--- config.mk ---
export PLATFORM = sky130hd
export DESIGN_NAME = miriscv_lsu_flat
export DESIGN_NICKNAME = d
export VERILOG_FILES = /design/src/rtl/miriscv_lsu_pkg.sv /design/src/rtl/miriscv_lsu_if.sv /design/src/rtl/miriscv_lsu_ext.sv /design/src/rtl/miriscv_lsu.sv /design/src/flat_wrapper.sv
export SDC_FILE = /design/constraint.sdc
export NUM_CORES = 1
export LEC_CHECK = 0
export CAP_MARGIN = 0
export CORE_UTILIZATION = 40
export DETAILED_ROUTE_END_ITERATION = 16
export MAX_ROUTING_LAYER = met4
export PLACE_DENSITY = 0.82
export SLEW_MARGIN = 0
export SYNTH_ARGS = -nofsm -noshare
export SYNTH_HDL_FRONTEND = slang
export SYNTH_SLANG_ARGS = --single-unit
--- constraint.sdc ---
create_clock -name clk_i -period 2.7 [get_ports clk_i]
set_input_delay 0.54 -clock clk_i [delete_from_list [all_inputs] [get_ports clk_i]]
set_output_delay 0.54 -clock clk_i [all_outputs]
set_load 0.02 [all_outputs]
--- src/rtl/miriscv_lsu_pkg.sv ---
// Shared miriscv LSU definitions: load/store size encodings, FSM states, request payload
// and the store-side alignment helpers.
package miriscv_lsu_pkg;

  localparam int unsigned XLEN = 32;
  localparam int unsigned BE_W = XLEN / 8;

  localparam logic [2:0] LDST_B  = 3'b000;
  localparam logic [2:0] LDST_H  = 3'b001;
  localparam logic [2:0] LDST_W  = 3'b010;
  localparam logic [2:0] LDST_BU = 3'b100;
  localparam logic [2:0] LDST_HU = 3'b101;

  typedef enum logic [1:0] {
    LSU_IDLE = 2'd0,
    LSU_REQ  = 2'd1,
    LSU_RESP = 2'd2
  } lsu_state_e;

  typedef struct packed {
    logic            we;
    logic [BE_W-1:0] be;
    logic [XLEN-1:0] addr;
    logic [XLEN-1:0] wdata;
  } lsu_bus_req_t;

  // Unknown funct3, unsigned stores, or an address not aligned to the access size
  function automatic logic lsu_illegal(input logic we, input logic [2:0] size,
                                       input logic [1:0] addr_lo);
    logic bad;
    case (size)
      LDST_B:  bad = 1'b0;
      LDST_H:  bad = addr_lo[0];
      LDST_W:  bad = (addr_lo != 2'b00);
      LDST_BU: bad = we;
      LDST_HU: bad = we | addr_lo[0];
      default: bad = 1'b1;
    endcase
    return bad;
  endfunction

  function automatic logic [BE_W-1:0] lsu_be(input logic [2:0] size, input logic [1:0] addr_lo);
    logic [BE_W-1:0] be;
    case (size)
      LDST_B, LDST_BU: be = 4'b0001 << addr_lo;
      LDST_H, LDST_HU: be = 4'b0011 << {addr_lo[1], 1'b0};
      default:         be = 4'b1111;
    endcase
    return be;
  endfunction

  // Replicate the store operand across every lane so the byte enables pick the right one
  function automatic logic [XLEN-1:0] lsu_wdata(input logic [2:0] size, input logic [XLEN-1:0] d);
    logic [XLEN-1:0] w;
    case (size)
      LDST_B, LDST_BU: w = {4{d[7:0]}};
      LDST_H, LDST_HU: w = {2{d[15:0]}};
      default:         w = d;
    endcase
    return w;
  endfunction

endpackage

--- src/rtl/miriscv_lsu_if.sv ---
// Data-memory bus with a req/gnt/rvalid handshake and one outstanding transaction.
interface miriscv_lsu_if;

  logic                                 req;
  logic                                 we;
  logic [miriscv_lsu_pkg::BE_W-1:0]     be;
  logic [miriscv_lsu_pkg::XLEN-1:0]     addr;
  logic [miriscv_lsu_pkg::XLEN-1:0]     wdata;
  logic                                 gnt;
  logic                                 rvalid;
  logic [miriscv_lsu_pkg::XLEN-1:0]     rdata;

  modport master (output req, we, be, addr, wdata, input gnt, rvalid, rdata);
  modport slave  (input req, we, be, addr, wdata, output gnt, rvalid, rdata);

endinterface

--- src/rtl/miriscv_lsu_ext.sv ---
// Load extractor: selects the addressed byte/half of the read word and sign/zero-extends it.
module miriscv_lsu_ext
  import miriscv_lsu_pkg::*;
(
  input  logic [XLEN-1:0] rdata,
  input  logic [1:0]      addr_lo,
  input  logic [2:0]      size,
  output logic [XLEN-1:0] result_c
);

  logic [7:0]  byte_sel;
  logic [15:0] half_sel;

  always_comb begin
    byte_sel = 8'(rdata >> {addr_lo, 3'b000});
    half_sel = addr_lo[1] ? rdata[31:16] : rdata[15:0];
    case (size)
      LDST_B:  result_c = {{24{byte_sel[7]}}, byte_sel};
      LDST_BU: result_c = {24'd0, byte_sel};
      LDST_H:  result_c = {{16{half_sel[15]}}, half_sel};
      LDST_HU: result_c = {16'd0, half_sel};
      default: result_c = rdata;
    endcase
  end

endmodule

--- src/rtl/miriscv_lsu.sv ---
// miriscv load/store unit: issues one data-memory transaction per load/store and
// stalls the core until the memory responds.
module miriscv_lsu
  import miriscv_lsu_pkg::*;
(
  input  logic             clk_i,
  input  logic             rst_i,

  input  logic             lsu_req_i,
  input  logic             lsu_we_i,
  input  logic [2:0]       lsu_size_i,
  input  logic [XLEN-1:0]  lsu_addr_i,
  input  logic [XLEN-1:0]  lsu_data_i,
  output logic [XLEN-1:0]  lsu_data_o,
  output logic             lsu_stall_req_o,
  output logic             lsu_err_o,

  miriscv_lsu_if.master    data
);

  lsu_state_e   state_q, state_d;
  lsu_bus_req_t bus_q, bus_d;
  logic         req_q, req_d;
  logic [2:0]   size_q, size_d;
  logic [1:0]   addr_lo_q, addr_lo_d;
  logic [XLEN-1:0] ext_data;
  logic         done;

  assign lsu_err_o = lsu_req_i & lsu_illegal(lsu_we_i, lsu_size_i, lsu_addr_i[1:0]);
  assign done      = (state_q == LSU_RESP) & data.rvalid;

  assign lsu_stall_req_o = ~rst_i & lsu_req_i & ~lsu_err_o & ~done;

  // Next-state and request-register update; inputs are only sampled in IDLE
  always_comb begin
    state_d   = state_q;
    bus_d     = bus_q;
    req_d     = req_q;
    size_d    = size_q;
    addr_lo_d = addr_lo_q;
    case (state_q)
      LSU_IDLE: begin
        if (lsu_req_i && !lsu_err_o) begin
          state_d     = LSU_REQ;
          req_d       = 1'b1;
          bus_d.we    = lsu_we_i;
          bus_d.be    = lsu_be(lsu_size_i, lsu_addr_i[1:0]);
          bus_d.addr  = {lsu_addr_i[XLEN-1:2], 2'b00};
          bus_d.wdata = lsu_wdata(lsu_size_i, lsu_data_i);
          size_d      = lsu_size_i;
          addr_lo_d   = lsu_addr_i[1:0];
        end
      end
      LSU_REQ: begin
        if (data.gnt) begin
          state_d = LSU_RESP;
          req_d   = 1'b0;
        end
      end
      LSU_RESP: begin
        if (data.rvalid) state_d = LSU_IDLE;
      end
      default: state_d = LSU_IDLE;
    endcase
  end

  always_ff @(posedge clk_i or posedge rst_i) begin
    if (rst_i) begin
      state_q   <= LSU_IDLE;
      bus_q     <= '0;
      req_q     <= 1'b0;
      size_q    <= LDST_B;
      addr_lo_q <= 2'b00;
    end else begin
      state_q   <= state_d;
      bus_q     <= bus_d;
      req_q     <= req_d;
      size_q    <= size_d;
      addr_lo_q <= addr_lo_d;
    end
  end

  assign data.req   = req_q;
  assign data.we    = bus_q.we;
  assign data.be    = bus_q.be;
  assign data.addr  = bus_q.addr;
  assign data.wdata = bus_q.wdata;

  miriscv_lsu_ext u_ext (
    .rdata    (data.rdata),
    .addr_lo  (addr_lo_q),
    .size     (size_q),
    .result_c (ext_data)
  );

  // Load result is only presented in the completion cycle; stores return zero
  assign lsu_data_o = (~rst_i & done & ~bus_q.we) ? ext_data : '0;

endmodule

--- src/flat_wrapper.sv ---
// flat-port wrapper written by rule: the top's interface ports become plain ports
module miriscv_lsu_flat import miriscv_lsu_pkg::*;
  (clk_i, rst_i, lsu_req_i, lsu_we_i, lsu_size_i, lsu_addr_i, lsu_data_i, lsu_data_o, lsu_stall_req_o, lsu_err_o, data_req, data_we, data_be, data_addr, data_wdata, data_gnt, data_rvalid, data_rdata);
  miriscv_lsu_if data_i ();
  input  logic clk_i;
  input  logic rst_i;
  input  logic lsu_req_i;
  input  logic lsu_we_i;
  input  logic [2:0] lsu_size_i;
  input  logic [XLEN-1:0] lsu_addr_i;
  input  logic [XLEN-1:0] lsu_data_i;
  output logic [XLEN-1:0] lsu_data_o;
  output logic lsu_stall_req_o;
  output logic lsu_err_o;
  output wire logic [$bits(data_i.req)-1:0] data_req;
  output wire logic [$bits(data_i.we)-1:0] data_we;
  output wire logic [$bits(data_i.be)-1:0] data_be;
  output wire logic [$bits(data_i.addr)-1:0] data_addr;
  output wire logic [$bits(data_i.wdata)-1:0] data_wdata;
  input wire logic [$bits(data_i.gnt)-1:0] data_gnt;
  input wire logic [$bits(data_i.rvalid)-1:0] data_rvalid;
  input wire logic [$bits(data_i.rdata)-1:0] data_rdata;
  assign data_req = data_i.req;
  assign data_we = data_i.we;
  assign data_be = data_i.be;
  assign data_addr = data_i.addr;
  assign data_wdata = data_i.wdata;
  assign data_i.gnt = data_gnt;
  assign data_i.rvalid = data_rvalid;
  assign data_i.rdata = data_rdata;
  miriscv_lsu u_core (.clk_i(clk_i), .rst_i(rst_i), .lsu_req_i(lsu_req_i), .lsu_we_i(lsu_we_i), .lsu_size_i(lsu_size_i), .lsu_addr_i(lsu_addr_i), .lsu_data_i(lsu_data_i), .lsu_data_o(lsu_data_o), .lsu_stall_req_o(lsu_stall_req_o), .lsu_err_o(lsu_err_o), .data(data_i));
endmodule
# Yosys cells after proc, flatten, opt, wreduce, memory -nomap -nowiden
# Cells that the tools add are included.
# Widths: inputs -> output; s select.
# totals
ram_bits	0
regBits	75
romBits	0
mem_count	0
word_cells	60
latchBits	0
out_inout_bits	104
# classes
n_reduce_logical	12
n_eq_ne	12
magnitude_cmp	0
shift	3
multipliers	0
n_addsub	0
n_mux	13
n_bitwise	12
div	0
# ops
operator	count
$pmux 32 s4	1
$pmux 32 s2	1
$mux 32	1
$shr 32x5->8	1
$mux 16	1
$eq 3x3->1 const B	4
$pmux 4 s2	1
$and 1x1->1	7
$eq 3x1->1 const B	2
$logic_not 3->1	2
$mux 2	3
$pmux 2 s3	1
$reduce_and 3->1	2
$pmux 1 s5	1
$ne 2x2->1 const B	2
$not 1->1	4
$reduce_bool 2->1	2
$reduce_or 2->1	2
$shl 1x2->4 const A	1
$shl 2x2->4 const A	1
$eq 3x2->1 const B	1
$eq 2x1->1 const B	1
$eq 2x2->1 const B	1
$logic_not 2->1	1
7 further kinds	8

# Longest topological paths before layout
# Gate-level depths: netlist of run 1.
# depth
ltp_word	7
depth_mapped	7
depth_no_buf	4

# Modules after synthesis
# A second synthesis of run 1 with hierarchy kept.
# hier_totals
cells_unflattened	386
hier_area_um2	4210.3
# modules_own_cells
mod	instances	cells_each	area_each_um2	seq_area_each_um2
miriscv_lsu	1	277	3582.2	1876.8
miriscv_lsu_ext	1	109	628.1	0.0

# Worst setup path after synthesis of run 1
# OpenSTA, ideal clock, no wires.
# synth_path
path_type	input-to-output
from	in data_rvalid
to	out lsu_data_o[21]
arrival_ns	1.797
path_buffers	2
cell_stages	6
setup_slack_ns	0.363
cell_sequence	nand3b_1 > or3_1 > buf_2 > a221o_1 > buf_6 > a21oi_2
# synth_via
elab_chain_len	4
# synth_lines
element	line_no	text
start, declared	flat_wrapper.sv:21	input wire logic [$bits(data_i.rvalid)-1:0] data_rvalid;
$and 1x1->1	miriscv_lsu.sv:30	assign done = (state_q == LSU_RESP) & data.rvalid;
$and 1x1->1 (2 in series)	miriscv_lsu.sv:97	assign lsu_data_o = (~rst_i & done & ~bus_q.we) ? ext_data : '0;
$mux 32	miriscv_lsu.sv:97	
end, declared	flat_wrapper.sv:12	output logic [XLEN-1:0] lsu_data_o;
# No other way between the ends.

# Final worst setup path of run 1
# layout_path
from	reg u_core.state_q[0]
to	out lsu_data_o[18]
# layout_via
elab_chain_len	5
# layout_lines
element	line_no	text
start, declared	miriscv_lsu.sv:21	lsu_state_e state_q, state_d;
start signal, assigned	miriscv_lsu.sv:75	state_q <= state_d;
$eq 2x2->1	miriscv_lsu.sv:30	
$and 1x1->1	miriscv_lsu.sv:30	
$and 1x1->1 (2 in series)	miriscv_lsu.sv:97	
$mux 32	miriscv_lsu.sv:97	
# No other way between the ends.

==> run metrics, run 1 <==
status=finished clean; first-pass GRT wire length=18.45 mm; Peak supply drop=0.0005108 V; slowest stage cell, crit path=dfrtp_1; Hold Buf Count CTS=0; Initial Util=41.73%; Leakage=0.002904 µW; count leader, synth=dfrtp_1; Post-synth top flop=dfrtp_1; PD cells=791.5 nW/µm²; critical path fanouts, max=7; area of the multi-input gates=1837 µm²; htree depth=3; HP Class=register to register; synth cell count leaders=75 x dfrtp_1, 45 x mux2_2, 33 x o21ai_0; fin util=68.49%; Seq/Total Area, Yosys=48.22%; full die area=10130 µm²; nets=695; Crit Path Class=register to output pin; Synth Instances=366; Initial DRC Count=69; slew margin rel.=37.21%; hold path cells=2; total CTS buffers=9; Ports=209; fmax=382.6 MHz; Syn-to-layout area delta=64.13%; fin crit period=2614 ps; Worst Setup Slack, final=86.01 ps; synth warn=0; Synth async-reset ratio=100.0%; Die Y=100.6 µm; worst slack, placed=-639.3 ps; area leader, netlist=dfrtp_1; Antenna Cells=0; DR vias=3662; Setup-failing EPs final=0; max-cap violation count=0; Buf/Inv on CP=3; IO Port Bufs=206; share of the synthesized area in the top cell type=48.22%; hold slack=484.0 ps; TritonCTS clock tree=done; clk_skew=9.729 ps; Total Routing Usage GR=24.68%; RSZ-0062 raised after global routing=false; gp weighted congestion=0.8726; row count=35; switching power=1867 µW; most used cell, CP=buf_4; share of layout cells above drive strength 1=24.37%; clock power share=16.8%; Root Driver=clkbuf_8; routed len/inst=16.81 µm; top post-synthesis cells by area=dfrtp_1 48%, mux2_2 13%, mux2i_1 8.0%; Post-Layout Inst Area=6389 µm²; Slew Viols, Final=0; CP Cell Sequence=nand3b_1, or3_4, a221o_1, buf_6, buf_4, a21oi_2, buf_4; hpwl dp=9.411 mm; clock latency at the later pin of the worst-skew pair=340 ps; #FFs+latches synth=75; clock sinks=75; GR Overflow Total=0; antenna violations before repair=0; Antenna Nets Post-Route=0; Clk pin slew, worst setup/hold paths=80 ps; via density per instance=5.058; DR DRC count=0; worst path arrival time=2070 ps; drt pass-1 iters=4; Mapped Area=3892 µm²; Fillers=700; Routed WL=12.17 mm; Post-synth EDFFs=0; vias in the first global route=3852; pin count of the biggest net entering global routing=62; core area=9328 µm²; Fin. Hold Viols=0; R2R Setup Slk=1110 ps; sw frac=36.91%; Crit path required time=2160 ps; Reg power frac=34.8%; non-filler cells, final=724; slew of the pin with the lowest slew margin=938.4 ps; Avg Inst Size Synth=10.64 µm²; startpoint class of the critical path=register; placed insts=704; area post-placement=6227 µm²; CP max stage delay=380 ps; family with the most delay on the worst path=simple AND/OR/NAND/NOR gates; Storage cell area=1878 µm²; Bufs on Longest Clock Path=2; Reg2Reg Depth=5; library cells used by synthesis=34; Comb pwr share=48.4%; stages on the worst setup path=7; period utilization=96.81%; internal power=3190 µW; CP Capture Type=output pin; die width=100.6 µm
[registers in the layout, summed over array words and instances, names as in the netlist]
signal	count
u_core.data.wdata	32
u_core.data.addr	30
u_core.data.be	4
u_core.size_q	3
u_core.addr_lo_q	2
u_core.state_q	2
u_core.data.req	1
u_core.data.we	1
[path summary, 6_finish.rpt]
path / from / end
setup / recovery: u_core.state_q[0] / lsu_data_o[18]
hold / removal: u_core.data.wdata[28] / u_core.data.wdata[28]
setup reg to reg: u_core.state_q[1] / u_core.data.addr[27]
hold reg to reg: u_core.data.wdata[28] / u_core.data.wdata[28]
max in group asynchronous: rst_i / u_core.data.wdata[2]
min in group asynchronous: rst_i / u_core.data.addr[6]
[cell type report]
class,count,share of cell area [%]
timing repair buffer,239,35.10
sequential,75,29.40
multi-input combinational,245,28.75
tap,129,2.526
clock buffer,10,1.998
inverter,20,1.195
clock inverter,6,1.038
[kinds of logic (layout without fill, tap and decap cells)]
logic type,Yosys count,count (layout),share of synthesized area [%]
AOI/OAI and AO/OA,97,97,16.46
muxes,76,76,20.99
DFF,75,75,48.22
and+or+nand+nor,70,70,8.486
buffers and inverters,47,275,5.754
other,1,2,0.09634
[worst register-to-register path, stage by stage, from the launching register on]
cell	delay, ps
dfrtp_1	360
buf_4	120
nor2_1	40
o211ai_1	220
buf_12	330
mux2_2	410
[cells in the final DEF (no fill, tap or decap), drive strengths merged, types with 7 or more instances in the layout]
cell / instances
clkdlybuf4s50: 166
dfrtp: 75
buf: 56
mux2: 45
a21oi: 37
o21ai: 33
mux2i: 31
nand2: 31
inv: 19
nor2: 15
clkbuf: 11
dlygate4sd2: 10
nor2b: 8
o21a: 7
o31a: 7
o221a: 7
[power groups by stage]
stage	Clock, µW	Combinational, µW	Sequential, µW
2_1_floorplan	0	718	2220
3_3_place_gp	0	2380	1750
3_5_place_dp	0	2430	1780
4_1_cts	871	2460	1760
5_1_grt	914	2590	1810
6_report	851	2450	1760
[per-layer routing]
layer	global-route usage (%)	part of all wire, %	wire, µm	vias up
li1	-	-	-	1734
met1	24.27	36	4406	1731
met2	46.10	52	6366	180
met4	9.142	1.8	223	0
met5	-	0	0	-
met3	6.796	9.6	1172	17
[through the flow]
| step | TNS (ps) | total power, µW |
|---|---|---|
| floorplan | 0 | 2936 |
| global placement | -15470 | 4129 |
| detailed placement | -16160 | 4209 |
| CTS | 0 | 5093 |
| global route | 0 | 5319 |
| finish | 0 | 5057 |
[repair_timing]
item,CTS,global route
resized for setup,117,12
pin swaps,3,1
setup buffers,3,1
endpoints found under the setup margin,34,24
Power figures use the tool's default switching activity.
==> inputs of run 2 (changes only) <==
--- a/config.mk
+++ b/config.mk
@@ -6,10 +6,10 @@
 export NUM_CORES = 1
 export LEC_CHECK = 0
 export CAP_MARGIN = 0
-export CORE_UTILIZATION = 40
+export CORE_UTILIZATION = 45
 export DETAILED_ROUTE_END_ITERATION = 16
+export DONT_BUFFER_PORTS = 1
 export MAX_ROUTING_LAYER = met4
-export PLACE_DENSITY = 0.82
 export SLEW_MARGIN = 0
 export SYNTH_ARGS = -nofsm -noshare
 export SYNTH_HDL_FRONTEND = slang
==> constraint.sdc (replaced) <==
create_clock -name clk_i -period 2.5 [get_ports clk_i]
set_input_delay 0.5 -clock clk_i [delete_from_list [all_inputs] [get_ports clk_i]]
set_output_delay 0.5 -clock clk_i [all_outputs]
set_load 0.02 [all_outputs]
==> run 2 against run 1 <==
Compared with the run above: routed wire length down 25%; critical path depth down 1; largest cell class is now flip-flops and latches; first-iteration DRC count up 29%; largest power group is now registers; setup slack worse by 68 ps; clock power up 7.8%; global-route usage down 4.5 points; via count down 25%; clock-buffer cell count up 1; sequential power up 41%; flip-flop and latch count unchanged; utilization down 16 points.
==> run metrics, run 2 (same netlist as run 1, synthesis figures left out) <==
hpwl dp=6.734 mm (-28%); core area=8299 µm² (-11%); Syn-to-layout area delta=12.12%; startpoint class of the critical path=register; overall power=4419 µW (-13%); Fin. Hold Viols=0 (unchanged); Crit Reg-Reg Startpoint=u_core.state_q[0]; pin count of the biggest net entering global routing=60 (-3.2%); slowest stage cell, crit path=dfrtp_1; fmax=403.0 MHz; most common cell after layout, fill and taps aside=dfrtp_1; fin crit period=2482 ps; fin util=52.59% (-16 points); share of layout cells above drive strength 1=30.83% (+6.5 points); row count=33 (-5.7%); Leakage=0.001964 µW (-32%); max FFs per register=32 (unchanged); CP max stage delay=380 ps (about the same); Antenna Cells=0 (unchanged); Storage cell area=1878 µm² (unchanged); Clk pin slew, worst setup/hold paths=90 ps (about the same); Hold Buf Count CTS=0 (unchanged); vias in the first global route=2677 (-31%); slew of the pin with the lowest slew margin=653.2 ps (-285.2 ps); drt pass-1 iters=4 (unchanged); Peak supply drop=0.0005683 V (+11%); hold slack=95.44 ps (-388.6 ps); commonest cells after routing, fill and taps aside=74 x dfrtp_1, 44 x mux2_2, 33 x o21ai_0, 31 x mux2i_1, 31 x nand2_1; Root Driver=clkbuf_8; IO Port Bufs=0 (-100%); Slew Viols, Final=0 (unchanged); Crit Path Class=register to output pin; HP Class=primary input to async pin; gp weighted congestion=0.7403 (-15%); via density per instance=5.623 (+11%); Bufs on Longest Clock Path=2 (unchanged); Initial DRC Count=89 (+29%); TritonCTS clock tree=done; antenna violations before repair=0 (unchanged); Fillers=744 (+6.3%); nets=486 (-30%); worst slack, placed=204.7 ps (+844.0 ps); Total Routing Usage GR=20.20% (-4.5 points); Antenna Nets Post-Route=0 (unchanged); Crit path required time=2000 ps (-160 ps); worst setup path start=u_core.state_q[0]; status=finished clean; Worst Setup Slack, final=18.47 ps (-67.55 ps); setup TNS=0 ps (unchanged); DR vias=2761 (-25%); total CTS buffers=9 (unchanged); full die area=9026 µm² (-11%); area of the multi-input gates=1837 µm² (unchanged); die width=95.01 µm (-5.6%); GR Overflow Total=0 (unchanged); CP Capture Type=output pin; Routed WL=9.113 mm (-25%); first-pass GRT wire length=13.35 mm (-28%); routed len/inst=18.56 µm (+10%); DR DRC count=0 (unchanged); period utilization=99.26%; max-cap violation count=0 (unchanged); htree depth=3 (unchanged); CP Cell Sequence=nand3b_1, or3_4, a221o_1, buf_8, a21oi_1, buf_4; clock latency at the later pin of the worst-skew pair=350 ps (about the same); clock sinks=75 (unchanged); slew margin rel.=56.45% (+19 points); RSZ-0062 raised after global routing=true; Initial Util=46.90% (+5.2 points); Die Y=95.01 µm (-5.6%); clk_skew=18.13 ps (+8.396 ps); critical path fanouts, max=16 (+9); Setup-failing EPs final=0 (unchanged); PD cells=1013 nW/µm² (+28%); Ports=209 (unchanged); worst path arrival time=1980 ps (-90 ps)
==> run 2: per-stage QoR <==
step | cell area (µm²) | cells
detailed placement | 4050 | 466
CTS | 4318 | 487
global placement | 4050 | 466
global route | 4364 | 491
floorplan | 3896 | 367
finish | 4364 | 491
==> run 2: cell type report <==
cell class / count / share of cell area [%]
Tap cell: 105 / 3.010
Sequential cell: 75 / 43.03
Multi-Input combinational cell: 245 / 42.09
Clock buffer: 11 / 3.010
Timing Repair Buffer: 30 / 5.705
Clock inverter: 5 / 1.405
Inverter: 20 / 1.749
==> run 2: per-layer routing <==
metal / GRT usage (%) / share of wire, % / up-vias
met5: - / 0 / -
met4: 8.460 / 1.6 / 0
met3: 6.039 / 9.1 / 11
met2: 33.03 / 50 / 129
met1: 23.03 / 40 / 1312
li1: - / - / 1309
==> run 2: path summary, 6_finish.rpt <==
check	endpoint	slack (ps)	cells past startpoint
min in group clk_i	u_core.state_q[0]	280	1
worst max-delay path	lsu_data_o[18]	20	6
worst min-delay path	u_core.data.be[1]	100	1
worst min register to register	u_core.state_q[1]	590	2
worst max register to register	u_core.data.wdata[4]	900	5
max in group asynchronous	u_core.data.addr[16]	1780	2
==> run 2: where the power goes <==
group | switching [µW] | internal, µW
clock network | 451 | 465
logic | 505 | 508
registers | 843 | 1650
==> run 2: worst max-delay path, delay by kind of cell, from the launching register on <==
kind            cells  cell delay [ps]
buf+inv             2              320
flops               1              380
compound gates      2              410
simple gates        2              530
==> run 2: repair_timing <==
action | in CTS | in global routing
buffers inserted | 5 | 4
resized for setup | 9 | 5
cloned | 0 | 0
setup endpoints to repair | 23 | 30
pin swaps | 1 | 9
==> inputs of run 3 (changes only) <==
==> constraint.sdc (replaced) <==
create_clock -name clk_i -period 2.9 [get_ports clk_i]
set_input_delay 0.58 -clock clk_i [delete_from_list [all_inputs] [get_ports clk_i]]
set_output_delay 0.58 -clock clk_i [all_outputs]
set_load 0.02 [all_outputs]
==> run 3 against run 2 <==
Compared with the run above: global-route usage up 0.24 points; non-clock buffer count down 13; power down 13%; register-to-register slack better by 40 ps; sequential share of layout area up 0.93 points; utilization down 1.1 points; setup slack better by 120 ps; clock-buffer cell count down 2; combinational power down 22%; routed wire length up 1.1%; critical path type unchanged; largest cell class unchanged.
==> run metrics, run 3 (same netlist as run 1, synthesis figures left out) <==
slew margin rel.=31.59% (-25 points); full die area=9026 µm² (unchanged); startpoint class of the critical path=register; total CTS buffers=9 (unchanged); share of layout cells above drive strength 1=27.08% (-3.8 points); CP Capture Type=output pin; Syn-to-layout area delta=9.675%; met3 Use GR=5.475% (-0.56 points); clock latency at the later pin of the worst-skew pair=340 ps (about the same); Crit Reg-Reg Startpoint=u_core.state_q[1]; IO Port Bufs=0 (unchanged); worst setup path start=u_core.addr_lo_q[1]; hpwl dp=6.697 mm (-0.55%); slew of the pin with the lowest slew margin=1026 ps (+372.9 ps); Peak supply drop=0.0005122 V (-9.9%); TritonCTS clock tree=done; Routed WL=9.211 mm (+1.1%); Initial Util=46.90% (unchanged); Total Routing Usage GR=20.45% (+0.24 points); Post-Layout Inst Area=4269 µm² (-2.2%); critical path fanouts, max=7 (-9); pin count of the biggest net entering global routing=104 (+73%); drt pass-1 iters=4 (unchanged); area post-placement=4013 µm² (-0.93%); htree depth=3 (unchanged); setup TNS=0 ps (unchanged); period utilization=95.32%; gp weighted congestion=0.7770 (+5.0%); Initial DRC Count=84 (-5.6%); die width=95.01 µm (unchanged); CP Cell Sequence=mux2_2, a22oi_1, buf_4, nor2_2, o31a_1; busiest grt layer=met2; Fin. Hold Viols=0 (unchanged); nets=474 (-2.5%); slowest stage cell, crit path=dfrtp_1; met2 Track Usage GR=31.95% (-1.1 points); Crit path required time=2320 ps (+320 ps); Root Driver=clkbuf_8; Fillers=789 (+6.0%); HP Class=primary input to async pin; worst path arrival time=2180 ps (+200 ps); Slew Viols, Final=0 (unchanged); RSZ-0062 raised after global routing=false; hold slack=193.8 ps (+98.33 ps); Die Y=95.01 µm (unchanged); M1 GR Usage=25.39% (+2.4 points); DR DRC count=0 (unchanged); Crit Path Class=register to output pin; Bufs on Longest Clock Path=2 (unchanged); fin crit period=2764 ps; core area=8299 µm² (unchanged); first-pass GRT wire length=13.53 mm (+1.3%); PD cells=896.7 nW/µm² (-11%); status=finished clean; antenna violations before repair=0 (unchanged); clock sinks=75 (unchanged); DR vias=2758 (-0.11%); commonest cells after routing, fill and taps aside=75 x dfrtp_1, 45 x mux2_2, 33 x o21ai_0, 31 x mux2i_1, 31 x nand2_1; Worst Setup Slack, final=135.7 ps (+117.2 ps); Ports=209 (unchanged); Leakage=0.001923 µW (-2.1%); max FFs per register=32 (unchanged); fmax=361.8 MHz; row count=33 (unchanged); Antenna Cells=0 (unchanged); max-cap violation count=0 (unchanged); via density per instance=5.770 (+2.6%); Buf/Inv on CP=1 (-1); family with the most delay on the worst path=compound AO/OA/AOI/OAI gates; Antenna Nets Post-Route=0 (unchanged); CP max stage delay=450 ps (+70 ps); clk_skew=8.976 ps (-9.149 ps); GR Overflow Total=0 (unchanged); overall power=3828 µW (-13%); Clk pin slew, worst setup/hold paths=80 ps (about the same); vias in the first global route=2672 (-0.19%); Setup-failing EPs final=0 (unchanged); worst slack, placed=220.0 ps (+15.25 ps); routed len/inst=19.27 µm (+3.8%); most common cell after layout, fill and taps aside=dfrtp_1
[run 3: path summary, 6_finish.rpt]
| check | to | slack (ps) | depth (start not counted) |
|---|---|---|---|
| worst min-delay path | u_core.data.addr[8] | 190 | 1 |
| max in group asynchronous | u_core.data.wdata[30] | 2070 | 2 |
| min in group clk_i | u_core.state_q[0] | 360 | 1 |
| worst max register to register | u_core.data.addr[3] | 940 | 4 |
| worst max-delay path | lsu_data_o[10] | 140 | 5 |
| worst min register to register | u_core.state_q[1] | 540 | 1 |
[run 3: area by class of cell]
cell class / instances / area [µm²] / area share [%]
repair buffers: 17 / 143.9 / 3.370
inverters: 20 / 76.32 / 1.788
flip-flops and latches: 75 / 1877 / 43.96
clock buffers: 9 / 123.9 / 2.902
multi-input cells: 246 / 1827 / 42.79
clock inverters: 6 / 90.09 / 2.110
well taps: 105 / 131.4 / 3.077
[run 3: routing by layer]
layer	vias to the layer above	share of wire, %
met1	1311	39
met5	-	0
met3	13	9.2
met2	143	50
li1	1291	-
met4	0	1.6
[run 3: power breakdown]
part	switching, µW	leakage [µW]	internal [µW]
combinational	408	0.000910	384
sequential	748	0.000907	1420
clock	388	0.000106	483
total	1540	0.00192	2280
[run 3: per-stage QoR]
stage,cells,utilization (%)
floorplan,367,-
global placement,461,48.35
detailed placement,461,48.35
CTS,476,51.14
global route,478,51.44
finish,478,51.44
[run 3: what timing repair did]
item,CTS,global route
endpoints found under the setup margin,20,23
gates cloned,0,1
buffers inserted,0,1
pin swaps,0,1
resized for setup,3,2
hold buffers,0,0
